===== src/rtl/ram_arbiter_pkg.sv =====
// ---------------------------------------------------------------------------
// ram_arbiter_pkg
//   Shared types and constants for the RAM arbiter slice.
//   - ramstate_t     : handshake state reported by the latency-modelled RAM
//   - arbstate_t     : arbiter FSM state encoding
//   - RAM_ABORT_WORD : read-data pattern returned when the watchdog aborts
//   - wrap_inc       : modulo-n increment used for the round-robin pointer
// ---------------------------------------------------------------------------
package ram_arbiter_pkg;

    typedef enum logic [1:0] {
        FREE   = 2'd0,
        BUSY   = 2'd1,
        ACCESS = 2'd2,
        ERROR  = 2'd3
    } ramstate_t;

    typedef enum logic [1:0] {
        ARB_IDLE  = 2'd0,
        ARB_ISSUE = 2'd1,
        ARB_RESP  = 2'd2
    } arbstate_t;

    // Truncated (or zero-extended) to DATA_WIDTH at the point of use.
    localparam logic [31:0] RAM_ABORT_WORD = 32'h00BA_DBAD;

    // (v + 1) mod n without a divider; v is always < n here.
    function automatic int unsigned wrap_inc(input int unsigned v, input int unsigned n);
        return ((v + 1) >= n) ? 0 : (v + 1);
    endfunction

endpackage


===== src/rtl/ram_arbiter_if.sv =====
// ---------------------------------------------------------------------------
// ram_arbiter_if
//   Bundles the requester-side bus and the RAM-side bus of the arbiter.
//   Requester side : req_ren, req_wen, req_addr, req_wdata -> done, rdata, err
//   RAM side       : ramREN, ramWEN, ramaddr, ramstore    <- ramload, ramstate
//   Modports:
//   - slave  : the arbiter's view (requests and RAM responses are inputs)
//   - master : the environment's view (requesters plus RAM)
// ---------------------------------------------------------------------------
interface ram_arbiter_if
    import ram_arbiter_pkg::*;
#(
    parameter int NREQ       = 4,
    parameter int DATA_WIDTH = 32,
    parameter int ADDR_WIDTH = 10
);

    // Requester side; requester i occupies slice i of the packed vectors.
    logic [NREQ-1:0]            req_ren;
    logic [NREQ-1:0]            req_wen;
    logic [NREQ*ADDR_WIDTH-1:0] req_addr;
    logic [NREQ*DATA_WIDTH-1:0] req_wdata;
    logic [NREQ-1:0]            done;
    logic [DATA_WIDTH-1:0]      rdata;
    logic                       err;

    // RAM side.
    logic                       ramREN;
    logic                       ramWEN;
    logic [ADDR_WIDTH-1:0]      ramaddr;
    logic [DATA_WIDTH-1:0]      ramstore;
    logic [DATA_WIDTH-1:0]      ramload;
    ramstate_t                  ramstate;

    modport slave (
        input  req_ren, req_wen, req_addr, req_wdata, ramload, ramstate,
        output done, rdata, err, ramREN, ramWEN, ramaddr, ramstore
    );

    modport master (
        output req_ren, req_wen, req_addr, req_wdata, ramload, ramstate,
        input  done, rdata, err, ramREN, ramWEN, ramaddr, ramstore
    );

endinterface


===== src/rtl/ram_arbiter_rr_picker.sv =====
// ---------------------------------------------------------------------------
// rr_picker
//   Combinational round-robin winner selection.
//   i_pending : one bit per requester with an outstanding request
//   i_ptr     : index where the search starts (wraps modulo NREQ)
//   o_valid   : at least one request is pending
//   o_idx     : winning requester index (meaningful only when o_valid)
//   Method: rotate the pending vector right by i_ptr so the search start sits
//   at bit 0, pick the lowest set bit, then add i_ptr back modulo NREQ.
// ---------------------------------------------------------------------------
module rr_picker #(
    parameter int NREQ  = 4,
    parameter int PTR_W = $clog2(NREQ)
) (
    input  logic [NREQ-1:0]  i_pending,
    input  logic [PTR_W-1:0] i_ptr,
    output logic             o_valid,
    output logic [PTR_W-1:0] o_idx
);

    logic [2*NREQ-1:0] w_double;
    logic [NREQ-1:0]   w_rot;
    logic [PTR_W-1:0]  w_off;
    logic [PTR_W:0]    w_sum;

    // Doubling the vector turns the rotate into a plain part-select.
    assign w_double = {i_pending, i_pending};

    genvar gi;
    generate
        for (gi = 0; gi < NREQ; gi++) begin : g_rot
            assign w_rot[gi] = w_double[gi + int'(i_ptr)];
        end
    endgenerate

    assign o_valid = |w_rot;

    // Descending scan so the lowest set bit (closest to ptr) wins.
    always_comb begin
        w_off = '0;
        for (int i = NREQ - 1; i >= 0; i--) begin
            if (w_rot[i]) begin
                w_off = PTR_W'(i);
            end
        end
    end

    // Un-rotate: both terms are < NREQ, so one conditional subtract suffices.
    always_comb begin
        w_sum = {1'b0, i_ptr} + {1'b0, w_off};
        if (w_sum >= (PTR_W + 1)'(NREQ)) begin
            w_sum = w_sum - (PTR_W + 1)'(NREQ);
        end
        o_idx = w_sum[PTR_W-1:0];
    end

endmodule


===== src/rtl/ram_arbiter.sv =====
// ---------------------------------------------------------------------------
// ram_arbiter
//   Shares one latency-modelled RAM among NREQ requesters with round-robin
//   fairness. One transaction at a time: IDLE (arbitrate and latch) ->
//   ISSUE (hold the RAM address/enable until ACCESS or watchdog expiry) ->
//   RESP (one-cycle done pulse with read data, enables dropped).
//   Ports:
//   - CLK : clock, rising edge
//   - RST : asynchronous active-high reset
//   - bus : ram_arbiter_if.slave (requester bus and RAM bus)
//   Parameters: NREQ (2..8), DATA_WIDTH, ADDR_WIDTH, TIMEOUT (> RAM LAT+2).
// ---------------------------------------------------------------------------
module ram_arbiter
    import ram_arbiter_pkg::*;
#(
    parameter int NREQ       = 4,
    parameter int DATA_WIDTH = 32,
    parameter int ADDR_WIDTH = 10,
    parameter int TIMEOUT    = 64
) (
    input  logic          CLK,
    input  logic          RST,
    ram_arbiter_if.slave  bus
);

    localparam int PTR_W = $clog2(NREQ);
    localparam int WD_W  = $clog2(TIMEOUT);
    localparam logic [WD_W-1:0] WD_LAST = WD_W'(TIMEOUT - 1);

    // State and holding registers.
    arbstate_t              r_state;
    logic [PTR_W-1:0]       r_ptr;
    logic [PTR_W-1:0]       r_gnt;
    logic                   r_is_write;
    logic [ADDR_WIDTH-1:0]  r_addr;
    logic [DATA_WIDTH-1:0]  r_wdata;
    logic [WD_W-1:0]        r_wdog;
    logic                   r_abort;

    // Combinational.
    arbstate_t              w_state_next;
    logic                   w_load;
    logic                   w_access;
    logic                   w_wdog_expired;
    logic [NREQ-1:0]        w_pending;
    logic                   w_pick_valid;
    logic [PTR_W-1:0]       w_pick;
    logic [ADDR_WIDTH-1:0]  w_req_addr  [NREQ];
    logic [DATA_WIDTH-1:0]  w_req_wdata [NREQ];

    // Split the packed request buses into per-requester views.
    genvar gi;
    generate
        for (gi = 0; gi < NREQ; gi++) begin : g_unpack
            assign w_req_addr[gi]  = bus.req_addr[gi*ADDR_WIDTH +: ADDR_WIDTH];
            assign w_req_wdata[gi] = bus.req_wdata[gi*DATA_WIDTH +: DATA_WIDTH];
        end
    endgenerate

    assign w_pending      = bus.req_ren | bus.req_wen;
    assign w_access       = (bus.ramstate == ACCESS);
    assign w_wdog_expired = (r_wdog == WD_LAST);

    rr_picker #(
        .NREQ  (NREQ),
        .PTR_W (PTR_W)
    ) u_picker (
        .i_pending (w_pending),
        .i_ptr     (r_ptr),
        .o_valid   (w_pick_valid),
        .o_idx     (w_pick)
    );

    // -----------------------------------------------------------------------
    // Next-state logic
    // -----------------------------------------------------------------------
    always_comb begin
        w_state_next = r_state;
        w_load       = 1'b0;
        case (r_state)
            ARB_IDLE: begin
                if (w_pick_valid) begin
                    w_load       = 1'b1;
                    w_state_next = ARB_ISSUE;
                end
            end
            ARB_ISSUE: begin
                // ACCESS takes precedence over a watchdog expiring that cycle.
                if (w_access || w_wdog_expired) begin
                    w_state_next = ARB_RESP;
                end
            end
            ARB_RESP: begin
                w_state_next = ARB_IDLE;
            end
            default: begin
                w_state_next = ARB_IDLE;
            end
        endcase
    end

    // -----------------------------------------------------------------------
    // Outputs: decoded from registered state only, so reset clears them
    // immediately.
    // -----------------------------------------------------------------------
    always_comb begin
        bus.ramREN   = 1'b0;
        bus.ramWEN   = 1'b0;
        bus.ramaddr  = r_addr;
        bus.ramstore = r_wdata;
        bus.done     = '0;
        bus.rdata    = '0;
        bus.err      = 1'b0;
        case (r_state)
            ARB_ISSUE: begin
                bus.ramREN = ~r_is_write;
                bus.ramWEN = r_is_write;
            end
            ARB_RESP: begin
                bus.done[r_gnt] = 1'b1;
                bus.err         = r_abort;
                if (r_abort) begin
                    bus.rdata = DATA_WIDTH'(RAM_ABORT_WORD);
                end else if (!r_is_write) begin
                    // RAM read data is registered, so it is valid one cycle
                    // after ACCESS, i.e. here.
                    bus.rdata = bus.ramload;
                end
            end
            default: begin
            end
        endcase
    end

    // -----------------------------------------------------------------------
    // State, holding registers, watchdog and round-robin pointer
    // -----------------------------------------------------------------------
    always_ff @(posedge CLK or posedge RST) begin
        if (RST) begin
            r_state    <= ARB_IDLE;
            r_ptr      <= '0;
            r_gnt      <= '0;
            r_is_write <= 1'b0;
            r_addr     <= '0;
            r_wdata    <= '0;
            r_wdog     <= '0;
            r_abort    <= 1'b0;
        end else begin
            r_state <= w_state_next;

            if (w_load) begin
                r_gnt      <= w_pick;
                // ren together with wen is treated as a write.
                r_is_write <= bus.req_wen[w_pick];
                r_addr     <= w_req_addr[w_pick];
                r_wdata    <= w_req_wdata[w_pick];
                r_wdog     <= '0;
                r_abort    <= 1'b0;
            end

            if (r_state == ARB_ISSUE) begin
                if (w_access) begin
                    r_abort <= 1'b0;
                end else if (w_wdog_expired) begin
                    r_abort <= 1'b1;
                end else begin
                    // Saturating: the expired branch above stops the count.
                    r_wdog <= r_wdog + 1'b1;
                end
            end

            if (r_state == ARB_RESP) begin
                r_ptr <= PTR_W'(wrap_inc(32'(r_gnt), NREQ));
            end
        end
    end

endmodule


===== src/flat_wrapper.sv =====
// flat-port wrapper written by rule: the top's interface ports become plain ports
module ram_arbiter_flat import ram_arbiter_pkg::*;
#(
    parameter int NREQ       = 4,
    parameter int DATA_WIDTH = 32,
    parameter int ADDR_WIDTH = 10,
    parameter int TIMEOUT    = 64
)
  (CLK, RST, bus_req_ren, bus_req_wen, bus_req_addr, bus_req_wdata, bus_ramload, bus_ramstate, bus_done, bus_rdata, bus_err, bus_ramREN, bus_ramWEN, bus_ramaddr, bus_ramstore);
  ram_arbiter_if #(.NREQ(NREQ), .DATA_WIDTH(DATA_WIDTH), .ADDR_WIDTH(ADDR_WIDTH)) bus_i ();
  input  logic CLK;
  input  logic RST;
  input wire logic [$bits(bus_i.req_ren)-1:0] bus_req_ren;
  input wire logic [$bits(bus_i.req_wen)-1:0] bus_req_wen;
  input wire logic [$bits(bus_i.req_addr)-1:0] bus_req_addr;
  input wire logic [$bits(bus_i.req_wdata)-1:0] bus_req_wdata;
  input wire logic [$bits(bus_i.ramload)-1:0] bus_ramload;
  input wire logic [$bits(bus_i.ramstate)-1:0] bus_ramstate;
  output wire logic [$bits(bus_i.done)-1:0] bus_done;
  output wire logic [$bits(bus_i.rdata)-1:0] bus_rdata;
  output wire logic [$bits(bus_i.err)-1:0] bus_err;
  output wire logic [$bits(bus_i.ramREN)-1:0] bus_ramREN;
  output wire logic [$bits(bus_i.ramWEN)-1:0] bus_ramWEN;
  output wire logic [$bits(bus_i.ramaddr)-1:0] bus_ramaddr;
  output wire logic [$bits(bus_i.ramstore)-1:0] bus_ramstore;
  assign bus_i.req_ren = bus_req_ren;
  assign bus_i.req_wen = bus_req_wen;
  assign bus_i.req_addr = bus_req_addr;
  assign bus_i.req_wdata = bus_req_wdata;
  assign bus_i.ramload = bus_ramload;
  assign bus_i.ramstate = bus_ramstate;
  assign bus_done = bus_i.done;
  assign bus_rdata = bus_i.rdata;
  assign bus_err = bus_i.err;
  assign bus_ramREN = bus_i.ramREN;
  assign bus_ramWEN = bus_i.ramWEN;
  assign bus_ramaddr = bus_i.ramaddr;
  assign bus_ramstore = bus_i.ramstore;
  ram_arbiter #(.NREQ(NREQ), .DATA_WIDTH(DATA_WIDTH), .ADDR_WIDTH(ADDR_WIDTH), .TIMEOUT(TIMEOUT)) u_core (.CLK(CLK), .RST(RST), .bus(bus_i));
endmodule

===== config.mk =====
export PLATFORM = sky130hd
export DESIGN_NAME = ram_arbiter_flat
export DESIGN_NICKNAME = d
export VERILOG_FILES = /design/src/rtl/ram_arbiter_pkg.sv /design/src/rtl/ram_arbiter_if.sv /design/src/rtl/ram_arbiter_rr_picker.sv /design/src/rtl/ram_arbiter.sv /design/src/flat_wrapper.sv
export SDC_FILE = /design/constraint.sdc
export NUM_CORES = 1
export LEC_CHECK = 0
export CAP_MARGIN = 20
export CELL_PAD_IN_SITES_DETAIL_PLACEMENT = 0
export CELL_PAD_IN_SITES_GLOBAL_PLACEMENT = 1
export CORE_MARGIN = 2
export CORE_UTILIZATION = 28
export CTS_CLUSTER_DIAMETER = 40
export DETAILED_ROUTE_END_ITERATION = 6
export GPL_TIMING_DRIVEN = 0
export PLACE_DENSITY_LB_ADDON = 0.1
export REMOVE_ABC_BUFFERS = 1
export SLEW_MARGIN = 20
export SYNTH_ARGS = -nofsm -noshare
export SYNTH_HDL_FRONTEND = slang
export SYNTH_SLANG_ARGS = --single-unit
export TNS_END_PERCENT = 100

===== constraint.sdc =====
create_clock -name CLK -period 3.3 [get_ports CLK]
set_input_delay 0.825 -clock CLK [delete_from_list [all_inputs] [get_ports CLK]]
set_output_delay 0.825 -clock CLK [all_outputs]
set_load 0.02 [all_outputs]

==> out/metrics.csv <==
stage,metric,value,unit
sta,layout_min_cycle_time,3.20,ns
synth,synthCells,671,
die,die_h,145,um
cts,cts_tree,built,
worst_setup_path,crit_start,bus_req_wen[0],
sta,relSlewSlack,0.584,
placement,dp_hpwl,15100,um
worst_setup_path,reg2reg_from,u_core.r_ptr[1]$_DFFE_PP0P_,
synth,synth_area_leaders,"mux2i_1 31%, dfrtp_1 25%, nor3_1 16%",
placement,place_area,8960,sq um
global_route,grt_pass1_wl,32800,um
route,dr_total_vias,6134,
cts,clockBufferDepth,2,
worst_setup_path,end_kind,register,
cells_and_area,num_antenna_cells,0,
cts,root_buffer,clkbuf_16,
die,rows,51,
synth,synth_common_cells,"174 x nor3_1, 172 x mux2i_1, 56 x dfrtp_1",
power_and_ir_drop,p_per_area,930,nW/um^2
hold_path,hold_start,u_core.bus.ramstore[9]$_DFFE_PP0P_,
global_route,grt.overflow.total,0,
global_route,grt_usage,0.192,
route,postRouteAntennaNets,0,
power_and_ir_drop,total_power,9.08,mW
synth,synth_top_area_share,0.309,
cells_and_area,n_fill_cell,1836,
sta,min_period_over_period,0.969,
die,io_pins,293,
worst_setup_path,crit_arrival,3.39,ns
cells_and_area,drive_gt1_frac,0.103,
cts,clock_sinks,56,
synth,synthFlopType,dfrtp_1,
cts,numCtsBuffers,5,
route,vias_per_cell,5.00,
sta,slew_violations,0,
sta,fmaxAchievable,0.313,GHz
power_and_ir_drop,irDropWorstVdd,472,uV
power_and_ir_drop,p_sw_frac,0.462,
cts,cts.clk_slew.worst_paths,0.08,ns
sta,setup-tns-final,0,ns
placement,placedCellCount,1184,
cells_and_area,nets,1180,
power_and_ir_drop,seqPwrFrac,0.139,
hold_path,hold_class,reg -> reg,
worst_setup_path,crit_fanout,12,
synth,synth_most_common_cell,nor3_1,
sta,clock_skew,0.00989,ns
sta,finalSetupViolCount,0,
synth,seq_area_frac_synth,0.251,
job,cap_viol_max_count,0,
power_and_ir_drop,p_int,4.88,mW
synth,yosysUniqueCellTypes,38,
power_and_ir_drop,clockPowerShare,0.065,
global_route,antenna_found_initial,1,
global_route,grt_pass1_vias,6166,
die,floorplan.die_area,21000,sq um
cts,htreeDepth,2,
synth,ys_ff_latch,56,
die,core,19500,sq um
worst_setup_path,criticalPathCategory,in -> reg,
status,status,"complete, no violations",
die,die_w,145,um
synth,synth_warnings,0,
cells_and_area,instances_no_fill,1227,
power_and_ir_drop,p_switching,4.20,mW
cells_and_area,area_growth,75.2,%
worst_setup_path,crit_path_start_kind,input pin,
placement,gp_congestion,0.794,
route,drcViolationCount,0,
sta,worst_hold_slack,0.494,ns
sta,rsz0062_at_grt,false,
power_and_ir_drop,p_comb_frac,0.797,
die,initial_utilization,0.285,
route,firstDrtPassIters,5,
synth,synth_top_area_cell,mux2i_1,
power_and_ir_drop,p_leak,3.89,nW
cells_and_area,stdcell_area,9760,sq um
cts,hold_buffers,0,
route,drt_iter0_drc,178,
worst_setup_path,r2r_slack,0.24,ns
synth,avgSynthCellArea,8.31,sq um
global_route,grt_max_degree,50,
synth,ys_async_sr_fraction,1.00,
sta,hold_viol,0,
placement,port-buffer-count,292,
route,wl_per_cell,17.1,um
route,drt-total-wl,21000,um
worst_setup_path,crit_required,3.49,ns
cts,clk_latency,0.31,ns
sta,worst_slew_pin_slew,0.623,ns
synth,synth_edf_count,0,
synth,syn_area,5570,sq um
state kept, by name, summed over array words and instances, names as in the netlist:
signal	flops
u_core.r_state	2
u_core.r_abort	1
u_core.bus.ramstore	32
u_core.r_ptr	2
u_core.r_is_write	1
u_core.r_wdog	6
u_core.r_gnt	2
u_core.bus.ramaddr	10
kinds of logic after synthesis:
family / count (synthesis) / share of synthesized area
AO/OA/AOI/OAI: 35 / 0.0451
XOR/XNOR: 3 / 0.00472
adder cells (fa/ha/maj): 7 / 0.0157
buffers and inverters: 72 / 0.0680
flip-flops: 56 / 0.251
multiplexers: 178 / 0.331
AND/OR/NAND/NOR: 320 / 0.284
routing by layer:
| metal | track usage | part of all wire |
|---|---|---|
| met1 | 0.223 | 0.41 |
| met2 | 0.350 | 0.50 |
| met3 | 0.0541 | 0.075 |
| met4 | 0.0436 | 0.014 |
| met5 | 0 | 0 |
path summary, 6_finish.rpt:
kind	endpoint	cells after the start
max reg2reg	u_core.bus.ramstore[8]$_DFFE_PP0P_	12
max	u_core.bus.ramstore[8]$_DFFE_PP0P_	13
min	u_core.bus.ramstore[9]$_DFFE_PP0P_	2
min reg2reg	u_core.bus.ramstore[9]$_DFFE_PP0P_	2
min in group asynchronous	u_core.bus.ramstore[8]$_DFFE_PP0P_	2
max in group asynchronous	u_core.r_state[0]$_DFFE_PP0P_	3
power by group through the flow:
stage,Sequential [mW],Clock [mW],Combinational [mW]
2_1_floorplan,1.51,0,3.10
3_3_place_gp,1.21,0,4.42
3_5_place_dp,1.25,0,6.13
4_1_cts,1.26,0.613,7.07
5_1_grt,1.31,0.632,7.81
6_report,1.26,0.586,7.23
layout make-up:
type	count	area, sq um	area share
multi-input combinational	544	4010	0.411
timing repair buffer	351	3850	0.394
sequential	56	1400	0.144
tap	265	332	0.0340
clock buffer	6	139	0.0142
clock inverter	2	15.0	0.00154
inverter	3	13.8	0.00141
stage by stage:
| stage | setup slack [ns] | utilization |
|---|---|---|
| global route | 0.00760 | 0.500 |
| global placement | -6.09 | 0.433 |
| detailed placement | -0.884 | 0.459 |
| floorplan | -3.91 | - |
| CTS | -0.00000577 | 0.492 |
| finish | 0.103 | 0.500 |
critical path, stage by stage:
cell and delay, ns:
dlygate4sd2_1 0.29, or2_1 0.27, mux4_2 0.51, o221ai_4 0.24, ha_4 0.18, buf_4 0.13
xor2_4 0.19, buf_12 0.14, buf_16 0.14, buf_16 0.14, nor3_1 0.06, mux2i_1 0.15
nand3_1 0.09
cells in the final DEF (no fill, tap or decap), types with 2 or more instances in the layout:
master           synthesis  layout
a21o_1                  18      18
and2_1                  23      22
buf_12                   4       8
buf_16                   0      12
buf_4                    3      24
buf_6                    0       5
buf_8                    0       7
clkbuf_16                0       7
clkdlybuf4s50_1          0     284
clkinvlp_4               0       2
dfrtp_1                 56      56
dlygate4sd2_1            0       2
dlymetal6s2s_1           0       6
ha_1                     7       6
inv_1                    3       2
mux2i_1                172     160
mux2i_2                  0       7
mux2i_4                  0       5
mux4_2                   5       5
nand2_1                 52      52
nand2b_1                 3       3
nand3_1                 48      48
nor2_1                   7       6
nor2b_1                  3       3
nor3_1                 174     171
nor3_2                   0       2
nor3b_1                  2       2
o21ai_1                  6       7
or2_1                    4       3
what timing repair did:
action | in CTS | in global routing
endpoints found under the setup margin | 76 | 60
setup buffers | 21 | 6
gates resized for setup | 33 | 16
cloned | 7 | 2
pin swaps | 6 | 5
hold endpoints to repair | 0 | 0
Note: power is estimated with default switching activity, not from simulation.
